### config.mk
export PLATFORM = sky130hd
export DESIGN_NAME = uart_rx_fifo
export DESIGN_NICKNAME = d
export VERILOG_FILES = /design/src/rtl/uart_rx_fifo.sv
export SDC_FILE = /design/constraint.sdc
export NUM_CORES = 1
export LEC_CHECK = 0
export CORE_ASPECT_RATIO = 0.75
export CORE_MARGIN = 3
export CORE_UTILIZATION = 57
export DETAILED_ROUTE_END_ITERATION = 8
export PLACE_DENSITY = 0.77
export SLEW_MARGIN = 25
export SYNTH_ARGS = -nofsm -noshare
export SYNTH_HDL_FRONTEND = slang
export SYNTH_SLANG_ARGS = --single-unit
### constraint.sdc
create_clock -name clk -period 3.9 [get_ports clk]
set_input_delay 0.585 -clock clk [delete_from_list [all_inputs] [get_ports clk]]
set_output_delay 0.585 -clock clk [all_outputs]
set_load 0.01 [all_outputs]
### src/rtl/uart_rx_fifo.sv
// uart_rx_fifo: UART receiver with a first-word-fall-through receive FIFO
// and sticky error flags (frame_err, overrun, parity_err).
// Optional feature: define UART_RX_PARITY_EN to receive and check one parity
// bit per frame (sense selected by PARITY_ODD). Without it parity_err is 0.
module uart_rx_fifo #(
    parameter int CLK_HZ     = 12000000,
    parameter int BAUD       = 9600,
    parameter int DATA_BITS  = 8,
    parameter int STOP_BITS  = 1,
    parameter int FIFO_DEPTH = 16,
    parameter int PARITY_ODD = 0
) (
    input  logic                          clk,
    input  logic                          resetn,
    input  logic                          RXD,
    input  logic                          rd_en,
    output logic [DATA_BITS-1:0]          rd_data,
    output logic                          rd_valid,
    output logic [$clog2(FIFO_DEPTH):0]   fifo_count,
    output logic                          frame_err,
    output logic                          overrun,
    output logic                          parity_err,
    input  logic                          clr_err
);

    localparam int DIV = CLK_HZ / BAUD;
    localparam int CW  = $clog2(DIV);
    localparam int AW  = $clog2(FIFO_DEPTH);
    localparam int BW  = $clog2(DATA_BITS + 1);

    localparam logic [CW-1:0] HALF_LOAD = CW'(DIV / 2 - 1);
    localparam logic [CW-1:0] FULL_LOAD = CW'(DIV - 1);

`ifdef UART_RX_PARITY_EN
    typedef enum logic [2:0] {S_IDLE, S_START, S_DATA, S_PARITY, S_STOP} state_t;
`else
    typedef enum logic [2:0] {S_IDLE, S_START, S_DATA, S_STOP} state_t;
`endif

    state_t                 state, state_nx;
    logic                   rx_meta, rx_s, rx_prev;
    logic [CW-1:0]          cnt, cnt_nx;
    logic [BW-1:0]          bit_cnt, bit_nx;
    logic [DATA_BITS-1:0]   shift, shift_nx;
    logic                   stop_bad, stop_bad_nx;
    logic                   push_q, push_nx;
    logic                   ferr_set, perr_set;
    logic                   tick;

    logic [DATA_BITS-1:0]   mem [FIFO_DEPTH];
    logic [AW-1:0]          wr_ptr, rd_ptr;
    logic                   full, pop, wr;

    assign tick = (cnt == '0);

    // Two-flop synchroniser plus the previous value for falling-edge detection.
    always_ff @(posedge clk) begin
        // NOTE: sequential state uses non-blocking assignments so every flop
        // samples pre-edge values regardless of statement order.
        if (!resetn) begin
            rx_meta <= 1'b1;
            rx_s    <= 1'b1;
            rx_prev <= 1'b1;
        end else begin
            rx_meta <= RXD;
            rx_s    <= rx_meta;
            rx_prev <= rx_s;
        end
    end

    // Receiver state and datapath registers.
    always_ff @(posedge clk) begin
        if (!resetn) begin
            state    <= S_IDLE;
            cnt      <= '0;
            bit_cnt  <= '0;
            shift    <= '0;
            stop_bad <= 1'b0;
            push_q   <= 1'b0;
        end else begin
            state    <= state_nx;
            cnt      <= cnt_nx;
            bit_cnt  <= bit_nx;
            shift    <= shift_nx;
            stop_bad <= stop_bad_nx;
            push_q   <= push_nx;
        end
    end

    // Next-state logic: mid-bit sampling driven by the bit-period counter.
    always_comb begin
        // NOTE: every output of this block gets a default first, so no path
        // leaves a signal unassigned and no latch is inferred.
        state_nx    = state;
        cnt_nx      = cnt;
        bit_nx      = bit_cnt;
        shift_nx    = shift;
        stop_bad_nx = stop_bad;
        push_nx     = 1'b0;
        ferr_set    = 1'b0;
        perr_set    = 1'b0;
        if (state != S_IDLE && !tick) cnt_nx = cnt - 1'b1;
        unique case (state)
            S_IDLE: begin
                if (rx_prev && !rx_s) begin
                    cnt_nx   = HALF_LOAD;
                    state_nx = S_START;
                end
            end
            S_START: begin
                if (tick) begin
                    if (rx_s) begin
                        state_nx = S_IDLE;
                    end else begin
                        state_nx = S_DATA;
                        cnt_nx   = FULL_LOAD;
                        bit_nx   = '0;
                    end
                end
            end
            S_DATA: begin
                if (tick) begin
                    shift_nx = {rx_s, shift[DATA_BITS-1:1]};
                    cnt_nx   = FULL_LOAD;
                    if (bit_cnt == BW'(DATA_BITS - 1)) begin
                        bit_nx      = '0;
                        stop_bad_nx = 1'b0;
`ifdef UART_RX_PARITY_EN
                        state_nx    = S_PARITY;
`else
                        state_nx    = S_STOP;
`endif
                    end else begin
                        bit_nx = bit_cnt + 1'b1;
                    end
                end
            end
`ifdef UART_RX_PARITY_EN
            S_PARITY: begin
                if (tick) begin
                    // Data plus parity bit must have even (or odd) weight.
                    perr_set    = ((^shift) ^ rx_s) != 1'(PARITY_ODD);
                    cnt_nx      = FULL_LOAD;
                    bit_nx      = '0;
                    stop_bad_nx = 1'b0;
                    state_nx    = S_STOP;
                end
            end
`endif
            S_STOP: begin
                if (tick) begin
                    ferr_set = !rx_s;
                    if (!rx_s) stop_bad_nx = 1'b1;
                    if (bit_cnt == BW'(STOP_BITS - 1)) begin
                        push_nx  = rx_s && !stop_bad;
                        state_nx = S_IDLE;
                    end else begin
                        bit_nx = bit_cnt + 1'b1;
                        cnt_nx = FULL_LOAD;
                    end
                end
            end
            default: state_nx = S_IDLE;
        endcase
    end

    assign full = (fifo_count == (AW + 1)'(FIFO_DEPTH));
    assign pop  = rd_en && rd_valid;
    assign wr   = push_q && (!full || pop);

    // FIFO pointers and occupancy; pointers wrap naturally at FIFO_DEPTH.
    always_ff @(posedge clk) begin
        if (!resetn) begin
            wr_ptr     <= '0;
            rd_ptr     <= '0;
            fifo_count <= '0;
        end else begin
            if (wr)  wr_ptr <= wr_ptr + 1'b1;
            if (pop) rd_ptr <= rd_ptr + 1'b1;
            unique case ({wr, pop})
                2'b10:   fifo_count <= fifo_count + 1'b1;
                2'b01:   fifo_count <= fifo_count - 1'b1;
                default: ;
            endcase
        end
    end

    // FIFO storage write port.
    always_ff @(posedge clk) begin
        // NOTE: storage is deliberately not reset; emptiness is tracked by the
        // count, and rd_data is masked while nothing is held.
        if (wr) mem[wr_ptr] <= shift;
    end

    assign rd_valid = (fifo_count != '0);
    assign rd_data  = rd_valid ? mem[rd_ptr] : '0;

    // Sticky flags: a set event in the same cycle beats clr_err.
    always_ff @(posedge clk) begin
        if (!resetn) begin
            frame_err <= 1'b0;
            overrun   <= 1'b0;
        end else begin
            frame_err <= ferr_set || (frame_err && !clr_err);
            overrun   <= (push_q && full && !pop) || (overrun && !clr_err);
        end
    end

`ifdef UART_RX_PARITY_EN
    // Sticky parity flag.
    always_ff @(posedge clk) begin
        if (!resetn) parity_err <= 1'b0;
        else         parity_err <= perr_set || (parity_err && !clr_err);
    end
`else
    // No parity bit on the line; PARITY_ODD has no effect in this build and is
    // folded into a constant zero only so it stays referenced.
    assign parity_err = 1'b0 & 1'(PARITY_ODD) & perr_set;
`endif

endmodule
==> flow_summary.yaml <==
setup_path:
  crit_chain: "nor4_1 -> nand2_1 -> nand2b_1 -> o22ai_1 -> clkdlybuf4s50_1"
  reg2reg_to: "fifo_count[4]"
  required_ns: 3.31
  end_kind: "output port"
  setup.worst_path.end: "rd_data[7]"
  cp-startpoint: "fifo_count[0]"
  r2r_start: "fifo_count[0]"
  path_max_fanout: 8
  crit_type: "flop to output port"
  cp-start-kind: "flop"
  arrival_ns: 2.80
  cpMaxStageDelayCell: "nor4_1"
  cp_slowest_stage_delay_ns: 0.71
  r2r_cells: 11
  rrSetupSlack_ns: 0.53
synth:
  yosysWarnings: 0
  yosysSeqAreaShare: 0.6619
  synth_top_area_frac: 0.5273
  yosys.area.top_type: "edfxtp_1"
  synth.ff_latch_count: 177
  synthArstFlopShare: 0
  syn_nets: 515
  yosysUniqueCellTypes: 52
  synth_flop_cell: "edfxtp_1"
  synth_area_per_cell_um2: 14.70
  netlist_top_cells_area: "edfxtp_1 53%, dfxtp_1 13%, mux4_2 9.9%"
  syn_inst: 496
  synth_enable_flop_cells: 128
  synth_area_um2: 7289
clocking:
  clk_pin_slew_ns: 0.06
  clock-sinks: 177
  htree_levels: 4
  post-cts-setup-buffers: 0
  clock_path_buffers: 2
  clock-root-buffer: "clkbuf_16"
  insertion_delay_ns: 0.42
  post_cts_resized: 0
  numCtsBuffers: 17
  holdBufCountCts: 0
  cts_tree: "built"
grt:
  grt_pass1_vias: 4221
  grt_max_degree: 33
  antenna_found_initial: 1
  gr-total-overflow: 0
  grtUsageTotal: 0.2168
  grt_first_pass_wirelength_mm: 22.91
sta:
  setup_viol: 0
  hold_violations: 0
  finalCritPeriodShare: 0.8689
  max_slew.worst_pin.slew_ns: 0.9513
  holdWs_ns: 0.4266
  fin_crit_ns: 3.389
  finClkSkew_ns: 0.01289
  drv_slew: 0
  fin_tns_setup_ns: 0
  slew_headroom: 0.3634
  setup_ws_ns: 0.5112
  rsz0062_at_grt: "no"
  clock.fmax_mhz: 295.1
cells_and_area:
  area_delta_synth_final_pct: 13.39
  insertedDiodeCount: 0
  nets: 541
  drive_above_1_share: 0.1479
  fill_cells: 802
floorplan:
  pin_count: 22
  die_area_um2: 14200
  die_h_um: 103.9
  core_um2: 12390
  die_w_um: 136.6
  start_util: 0.5882
  rows: 35
route:
  routedWlPerCell_um: 20.52
  via_per_inst: 5.983
  route.vias.total: 4188
  dr.pass1.iters: 5
  drc_errors: 0
  drtAntennaViolNets: 0
  first_iter_violations: 391
  finalWirelength_mm: 14.37
place:
  dpl.hpwl_mm: 9.197
  placement.io_buffers: 20
  gp_congestion: 0.8443
  pre_cts_ws_ns: 0.4723
flow_run:
  drv_cap: 0
hold_path:
  min_from: "rx_meta"
  hold_class: "flop to flop"
power:
  p_per_area_nw_per_um2: 470.4
  ir_worst_vdd_uv: 377.2
  p_leak_nw: 2.691
outcome:
  outcome: "finished clean"
[critical path: cells and delay by family, from the launching register on]
kind / cells / cell delay (ns)
AO/OA/AOI/OAI: 1 / 0.18
buffers and inverters: 1 / 0.50
flip-flops: 1 / 0.35
AND/OR/NAND/NOR: 3 / 1.35
[layout make-up]
cell class | count | area, um2 | area share
clock buffer | 19 | 432.9 | 0.05238
clock inverter | 12 | 166.4 | 0.02013
inverter | 19 | 71.32 | 0.008629
multi-input combinational | 277 | 2273 | 0.2751
sequential | 177 | 4826 | 0.5839
tap | 166 | 207.7 | 0.02513
timing repair buffer | 30 | 287.8 | 0.03482
[cells in the mapped netlist (2+ instances only)]
cell type,number
o21ai_0,9
nand2b_1,10
or2_2,2
o2111ai_1,2
o31ai_1,2
nand4_1,6
inv_1,19
a211oi_1,2
nor2b_1,2
ha_1,13
o41ai_1,2
clkbuf_1,11
mux2i_1,20
buf_6,2
nor3_1,5
buf_4,3
mux4_2,32
nor2_1,43
nand3_1,10
xor2_1,10
buf_2,6
edfxtp_1,128
dfxtp_1,49
nand2_1,40
a21oi_1,27
o211ai_1,2
o22ai_1,8
nand3b_1,2
xnor2_1,3
nor4_1,4
[per-stage QoR]
| stage | std cells | power (W) | util | cell area [um2] |
|---|---|---|---|---|
| floorplan | 496 | 0.002171 | - | 7289 |
| global placement | 669 | 0.002185 | 0.6186 | 7666 |
| detailed placement | 669 | 0.002190 | 0.6186 | 7666 |
| CTS | 700 | 0.003901 | 0.6669 | 8265 |
| global route | 700 | 0.004006 | 0.6669 | 8265 |
| finish | 700 | 0.003888 | 0.6669 | 8265 |
[cells by family (layout without fill, tap and decap cells)]
| kind of cell | count (synthesis) | in the layout | synth area share |
|---|---|---|---|
| AOI/OAI and AO/OA | 63 | 63 | 0.05424 |
| DFF | 177 | 177 | 0.6619 |
| other | 1 | 1 | 0.0005144 |
| adders and majority gates | 14 | 14 | 0.02506 |
| xor gates and xnor gates | 13 | 13 | 0.01562 |
| buffers and inverters | 42 | 80 | 0.02626 |
| and+or+nand+nor | 134 | 134 | 0.09011 |
| muxes | 52 | 52 | 0.1263 |
[state kept, by name, summed over array words and instances (netlist names), named ones only]
signal / count
mem: 128
bit_cnt: 4
stop_bad: 1
rx_s: 1
wr_ptr: 4
state: 2
overrun: 1
cnt: 11
fifo_count: 5
shift: 8
push_q: 1
rx_prev: 1
rd_ptr: 4
rx_meta: 1
frame_err: 1
[cells in the final DEF, fill, tap and decap left out, types with 3 or more instances in the layout]
cell and count:
a21oi_1 27, buf_4 9, bufinv_16 4, clkbuf_16 17, clkdlybuf4s50_1 20, dfxtp_1 48, edfxtp_1 128, ha_1 13
inv_1 19, mux2i_1 20, mux4_2 32, nand2_1 40, nand2b_1 10, nand3_1 10, nand4_1 6, nor2_1 43
nor3_1 5, nor4_1 4, o21ai_0 9, o22ai_1 8, xnor2_1 3, xor2_1 10
[where the power goes]
group | switching (W) | internal (W)
clock network | 0.000675 | 0.00106
logic | 0.0000775 | 0.0000503
registers | 0.0000204 | 0.00200
[per-layer routing]
| layer | vias up | wire length [um] | track usage |
|---|---|---|---|
| met3 | 16 | 935 | 0.05851 |
| met1 | 2091 | 6140 | 0.3003 |
| met2 | 150 | 7084 | 0.3386 |
| li1 | 1929 | - | - |
| met5 | - | 13 | 0 |
| met4 | 2 | 193 | 0.06691 |
[how the worst min path moves through the flow]
stage | slack, ns | to | cells past startpoint
global placement | 0.40 | rx_s | 1
floorplan | 0.39 | rx_s | 1
CTS | 0.43 | rx_s | 1
finish | 0.43 | rx_s | 1
detailed placement | 0.42 | rx_s | 1
global route | 0.44 | rx_s | 1
Note: power is estimated with default switching activity, not from simulation.
